File: src/rtl/fetch_pkg.sv
// Shared types and constants for the instruction fetch unit.
// Field positions follow the ARM data-processing encoding.
package fetch_pkg;

    localparam int WORD_W     = 32;
    localparam int WORD_BYTES = 4;

    localparam int COND_HI  = 31;
    localparam int COND_LO  = 28;
    localparam int OP_HI    = 27;
    localparam int OP_LO    = 26;
    localparam int FUNCT_HI = 25;
    localparam int FUNCT_LO = 20;
    localparam int RD_HI    = 15;
    localparam int RD_LO    = 12;

    typedef struct packed {
        logic [WORD_W-1:0] instr;
        logic [WORD_W-1:0] pc;
    } fetch_entry_t;

    function automatic logic [WORD_W-1:0] word_align(
        input logic [WORD_W-1:0] a
    );
        return {a[WORD_W-1:2], 2'b00};
    endfunction

endpackage

File: src/rtl/fetch_fifo.sv
// Small circular buffer of fetched instructions with their PCs.
// Flush wins over push and pop in the same cycle.
module fetch_fifo
    import fetch_pkg::*;
#(
    parameter int DEPTH = 4,
    localparam int AW = (DEPTH > 1) ? $clog2(DEPTH) : 1,
    localparam int CW = $clog2(DEPTH + 1)
) (
    input  logic         clk,
    input  logic         rst_n,
    input  logic         flush_i,
    input  logic         push_i,
    input  fetch_entry_t entry_i,
    input  logic         pop_i,
    output fetch_entry_t head_o,
    output logic [CW-1:0] count_o
);

    fetch_entry_t  mem_q [DEPTH];
    logic [AW-1:0] wr_q;
    logic [AW-1:0] rd_q;
    logic [CW-1:0] cnt_q;
    logic          push_ok;
    logic          pop_ok;

    assign push_ok = push_i && !flush_i;
    assign pop_ok  = pop_i && (cnt_q != '0) && !flush_i;
    assign head_o  = mem_q[rd_q];
    assign count_o = cnt_q;

    // Pointer, occupancy and storage update
    always_ff @(posedge clk or negedge rst_n) begin
        if (!rst_n) begin
            wr_q  <= '0;
            rd_q  <= '0;
            cnt_q <= '0;
            for (int i = 0; i < DEPTH; i++) begin
                mem_q[i] <= '0;
            end
        end else if (flush_i) begin
            wr_q  <= '0;
            rd_q  <= '0;
            cnt_q <= '0;
        end else begin
            if (push_ok) begin
                mem_q[wr_q] <= entry_i;
                wr_q        <= wr_q + AW'(1);
            end
            if (pop_ok) begin
                rd_q <= rd_q + AW'(1);
            end
            cnt_q <= cnt_q + CW'(push_ok) - CW'(pop_ok);
        end
    end

    // The credit scheme upstream must never let a push hit a full buffer
    assert property (@(posedge clk) disable iff (!rst_n)
        !(push_ok && cnt_q == CW'(DEPTH)));

endmodule

File: src/rtl/instr_fetch_unit.sv
// Instruction fetch: PC generation, imem credit tracking,
// stale-response dropping on redirect and a decode-facing buffer.
module instr_fetch_unit
    import fetch_pkg::*;
#(
    parameter int          DEPTH           = 4,
    parameter int          MAX_OUTSTANDING = 2,
    parameter logic [31:0] RESET_PC        = 32'h0000_0000
) (
    input  logic        clk,
    input  logic        reset,
    output logic        imem_req_valid,
    input  logic        imem_req_ready,
    output logic [31:0] imem_req_addr,
    input  logic        imem_rsp_valid,
    input  logic [31:0] imem_rsp_data,
    input  logic        redirect_valid,
    input  logic [31:0] redirect_target,
    output logic        out_valid,
    input  logic        out_ready,
    output logic [31:0] out_instr,
    output logic [31:0] out_pc,
    output logic [31:0] out_pc_plus8,
    output logic [3:0]  out_cond,
    output logic [1:0]  out_op,
    output logic [5:0]  out_funct,
    output logic [3:0]  out_rd
);

    localparam int OW = $clog2(MAX_OUTSTANDING + 1);
    localparam int CW = $clog2(DEPTH + 1);

    logic [31:0]   fetch_pc_q, fetch_pc_d;
    logic [31:0]   rsp_pc_q, rsp_pc_d;
    logic [OW-1:0] live_q, live_d;
    logic [OW-1:0] stale_q, stale_d;
    logic          running_q, running_d;

    logic          req_valid;
    logic          req_fire;
    logic          rsp_drop;
    logic          rsp_take;
    logic          rsp_any;
    logic          pop;
    logic [CW-1:0] fifo_count;
    fetch_entry_t  push_entry;
    fetch_entry_t  head;

    // Credit check uses registered state only, so no comb path from decode
    always_comb begin
        req_valid = running_q
            && ((int'(live_q) + int'(stale_q)) < MAX_OUTSTANDING)
            && ((int'(live_q) + int'(fifo_count)) < DEPTH);
        req_fire  = req_valid && imem_req_ready;
        rsp_drop  = imem_rsp_valid && (stale_q != '0);
        rsp_take  = imem_rsp_valid && (stale_q == '0)
            && (live_q != '0);
        rsp_any   = rsp_drop || rsp_take;
        pop       = out_valid && out_ready;
        push_entry.instr = imem_rsp_data;
        push_entry.pc    = rsp_pc_q;
    end

    // Next-state for PCs and in-flight counters; redirect has priority
    always_comb begin
        fetch_pc_d = fetch_pc_q;
        rsp_pc_d   = rsp_pc_q;
        live_d     = live_q;
        stale_d    = stale_q;
        running_d  = 1'b1;
        if (redirect_valid) begin
            fetch_pc_d = word_align(redirect_target);
            rsp_pc_d   = word_align(redirect_target);
            live_d     = '0;
            stale_d    = live_q + stale_q
                - OW'(rsp_any) + OW'(req_fire);
        end else begin
            if (req_fire) begin
                fetch_pc_d = fetch_pc_q + 32'd4;
            end
            if (rsp_take) begin
                rsp_pc_d = rsp_pc_q + 32'd4;
            end
            live_d  = live_q + OW'(req_fire) - OW'(rsp_take);
            stale_d = stale_q - OW'(rsp_drop);
        end
    end

    // State registers
    always_ff @(posedge clk or negedge reset) begin
        if (!reset) begin
            fetch_pc_q <= RESET_PC;
            rsp_pc_q   <= RESET_PC;
            live_q     <= '0;
            stale_q    <= '0;
            running_q  <= 1'b0;
        end else begin
            fetch_pc_q <= fetch_pc_d;
            rsp_pc_q   <= rsp_pc_d;
            live_q     <= live_d;
            stale_q    <= stale_d;
            running_q  <= running_d;
        end
    end

    fetch_fifo #(
        .DEPTH (DEPTH)
    ) u_fifo (
        .clk     (clk),
        .rst_n   (reset),
        .flush_i (redirect_valid),
        .push_i  (rsp_take),
        .entry_i (push_entry),
        .pop_i   (pop),
        .head_o  (head),
        .count_o (fifo_count)
    );

    // Decode-facing fields, forced to zero when the buffer is empty
    always_comb begin
        out_valid      = (fifo_count != '0);
        imem_req_valid = req_valid;
        imem_req_addr  = req_valid ? fetch_pc_q : '0;
        out_instr      = '0;
        out_pc         = '0;
        out_pc_plus8   = '0;
        if (out_valid) begin
            out_instr    = head.instr;
            out_pc       = head.pc;
            out_pc_plus8 = head.pc + 32'd8;
        end
        out_cond  = out_instr[COND_HI:COND_LO];
        out_op    = out_instr[OP_HI:OP_LO];
        out_funct = out_instr[FUNCT_HI:FUNCT_LO];
        out_rd    = out_instr[RD_HI:RD_LO];
    end

endmodule

File: config.mk
export PLATFORM = sky130hd
export DESIGN_NAME = instr_fetch_unit
export DESIGN_NICKNAME = d
export VERILOG_FILES = /design/src/rtl/fetch_pkg.sv /design/src/rtl/fetch_fifo.sv /design/src/rtl/instr_fetch_unit.sv
export SDC_FILE = /design/constraint.sdc
export NUM_CORES = 1
export LEC_CHECK = 0
export ABC_CLOCK_PERIOD_IN_PS = 4700
export BUFFER_PORTS_ARGS = -buffer_cell sky130_fd_sc_hd__buf_2
export CORE_MARGIN = 4
export CORE_UTILIZATION = 62
export DETAILED_ROUTE_END_ITERATION = 10
export PLACE_DENSITY = 0.87
export SETUP_SLACK_MARGIN = 0.02
export SYNTH_ARGS = -nofsm -noshare
export SYNTH_HDL_FRONTEND = slang
export SYNTH_SLANG_ARGS = --single-unit
export TNS_END_PERCENT = 5
File: constraint.sdc
create_clock -name clk -period 4.7 [get_ports clk]
set_input_delay 0.235 -clock clk [delete_from_list [all_inputs] [get_ports clk]]
set_output_delay 0.235 -clock clk [all_outputs]
set_load 0.005 [all_outputs]
==> reports/metrics.cfg <==
[die]
fp.coreArea_sq_um=25980
fp.dieArea_sq_um=29040
ios=216
die_x_um=170.4
placementRows=59
die_h_um=170.4
initial_core_util_pct=62.93

[power]
p_per_area_nw_per_um2=445.3
p_int_uw=5915
p_clk_share_pct=33.2
switching_power_uw=2624
combPwrFrac_pct=26.6
power.leakage_uw=0.009282
p_sw_share_pct=30.73
ir_worst_vdd_mv=0.3129
power_frac_seq_pct=40.2

[synth]
synth-seq-area-share_pct=48.97
yosys.area.top_type_share_pct=48.97
synthFlopType=dfrtp_1
ys_top_cells_by_area=dfrtp_1 (49%), mux2_2 (20%), mux4_2 (6.6%)
synth_area_sq_um=16350
synth.distinct_cells=48
yosys_warnings=0
synth-seq-cells=320
ys_async_sr_fraction_pct=100.0
netlist_instances=1271
postSynthAreaPerCell_sq_um=12.87
post-synth-top-area-cell=dfrtp_1
synth_edf_count=0

[finish]
final_common_cell=dfrtp_1
layout-drive-gt1-share_pct=42.34
layout_common_cells=dfrtp_1 (318), mux2_2 (295), buf_2 (206), and2_1 (84), nor2_1 (64)
layout.nets=1570
fin_area_sq_um=19170
area_growth_pct=17.25

[clocking]
clk_pin_slew_ps=60
post_cts_resized=0
h-tree-depth=2
cts_max_path_buffers=3
cts_tree=done
cts_buffers=35
ctsRootBufferMaster=clkbuf_16
clk_latency_ps=520
clock_sink_count=320

[sta]
fin_tns_setup_ps=0
fin_crit_ps=4089
slew_headroom_pct=35.99
fin_skew_ps=19.37
rsz0062_at_grt=false
hold_ws_ps=15.19
setup_violations=0
clock.fmax_mhz=244.6
finalHoldViolations=0
period_share_pct=87.00
slew_viol_final=0
worstMarginPinSlew_ps=960.1

[global_routing]
antenna_found_initial=1
grt_pass1_wl_um=63860
grt_pass1_vias=11840
grt_max_degree=149
groute.usage.overall_pct=27.64
grt-ovfl-total=0

[placement]
place_area_sq_um=17490
globalplace.congestion=0.8438
port_buffers=207
post-dp-hpwl_um=24010

[hold_path]
hold_path_class=in2reg

[status]
status=finished, final reports clean

[drt]
ant_nets=0
wl_um=39840
wl_per_cell_um=21.61
drt_iter0_drc=998
drcViolationCount=0
vias_per_cell=6.119
drt_pass1_iterations=5
vias=11280

[setup_path]
critPathKind=reg2out
cp.arrival_ps=3850
crit_path_start_kind=register
path_cells=mux4_2 > ha_1 > nand4_1 > or4_1 > nor3_1 > mux2_2 > buf_2
cp_num_buf_inv=1
crit_fanout=32
cp_slowest_cell=dfrtp_4
end_kind=output pin
crit_required_ps=4470
crit_family=simple AND/OR/NAND/NOR gates
slowest_delay_ps=840

[run]
cap_violations=0

## logic make-up (layout without fill, tap and decap cells)
kind of cell	count (synthesis)	count (layout)	share of synthesized area [%]
compound gates	48	48	1.806
xor+xnor	68	68	3.642
fa+ha+maj	18	18	1.515
buf+inv	134	365	3.894
flops	320	320	48.97
mux	360	360	29.36
other cells	2	8	0.04592
simple gates	321	321	10.77
## power by group through the flow
| stage | Sequential (uW) | Combinational (uW) | Clock, uW |
|---|---|---|---|
| 2_1_floorplan | 3290 | 1610 | 0 |
| 3_5_place_dp | 3460 | 2190 | 0 |
| 5_1_grt | 3470 | 2490 | 2980 |
| 6_report | 3430 | 2270 | 2840 |
| 3_3_place_gp | 3430 | 2120 | 0 |
| 4_1_cts | 3420 | 2260 | 2860 |
## path summary, 6_finish.rpt
| check | startpoint | to | slack, ps | depth (start not counted) |
|---|---|---|---|---|
| max | u_fifo.rd_q[0] | out_pc_plus8[31] | 610 | 7 |
| min | redirect_target[16] | rsp_pc_q[16] | 20 | 2 |
| max reg2reg | live_q[0] | stale_q[1] | 1310 | 12 |
| min reg2reg | u_fifo.mem_q[205] | u_fifo.mem_q[205] | 500 | 1 |
| max in group asynchronous | reset | u_fifo.mem_q[211] | 2950 | 3 |
| min in group asynchronous | reset | fetch_pc_q[31] | 380 | 2 |
## metal layers
metal  wire (um)  part of all wire [%]  vias up  GRT usage [%]
li1            -                     -     4966              -
met1       15850                    40     5796          36.12
met2       20620                    52      423          48.07
met3        2142                   5.4       93          3.624
met4        1220                   3.1        0          9.514
met5           0                     0        -              0
## registers in the layout, summed over array words and instances, names as in the netlist
signal,count
stale_q,2
rsp_pc_q,30
u_fifo.rd_q,2
u_fifo.count_o,3
running_q,1
live_q,2
u_fifo.wr_q,2
u_fifo.mem_q,248
fetch_pc_q,30
## cells in the mapped netlist, types with 9 or more instances
cell type and instances:
dfrtp_1 320, mux2_2 295, and2_1 88, nor2_1 64, clkbuf_1 56, mux4_2 48, xnor2_1 35, nand3_1 33
xor2_1 33, inv_1 31, nor4_1 28, nand2_1 26, buf_4 25, nor3_1 23, a21oi_1 18, nand4_1 17
ha_1 15, mux4_1 14, buf_1 12, and3_1 11, or3_1 9
## layout make-up
cell class	instances	area (sq um)
flip-flops and latches	320	8013
inverters	31	116.4
clock buffers	43	967.2
fillers	1617	6812
repair buffers	272	1694
well taps	335	419.2
diodes	1	2.502
multi-input cells	822	7737
clock inverters	19	224.0
## per-stage QoR
stage | total power, uW | std cells | util, % | worst slack, ps
detailed placement | 5652 | 1731 | 67.31 | 1125
CTS | 8543 | 1842 | 73.78 | 600.6
global route | 8934 | 1843 | 73.79 | 407.2
finish | 8539 | 1843 | 73.79 | 611.0
floorplan | 4908 | 1276 | - | 1883
global placement | 5544 | 1731 | 67.31 | 1176
## worst register-to-register path: cells and delay by family, from the launching register on
| kind | cells | cell delay [ps] |
|---|---|---|
| AND/OR/NAND/NOR | 4 | 1220 |
| XOR/XNOR | 2 | 360 |
| adder cells (fa/ha/maj) | 2 | 640 |
| AO/OA/AOI/OAI | 1 | 80 |
| buffers and inverters | 3 | 520 |
| flip-flops | 1 | 440 |
## repair_timing
item / CTS / global route
endpoints found under the hold margin: 234 / 0
hold buffers: 49 / 0
buffers inserted: 0 / 0
Power figures use the tool's default switching activity.
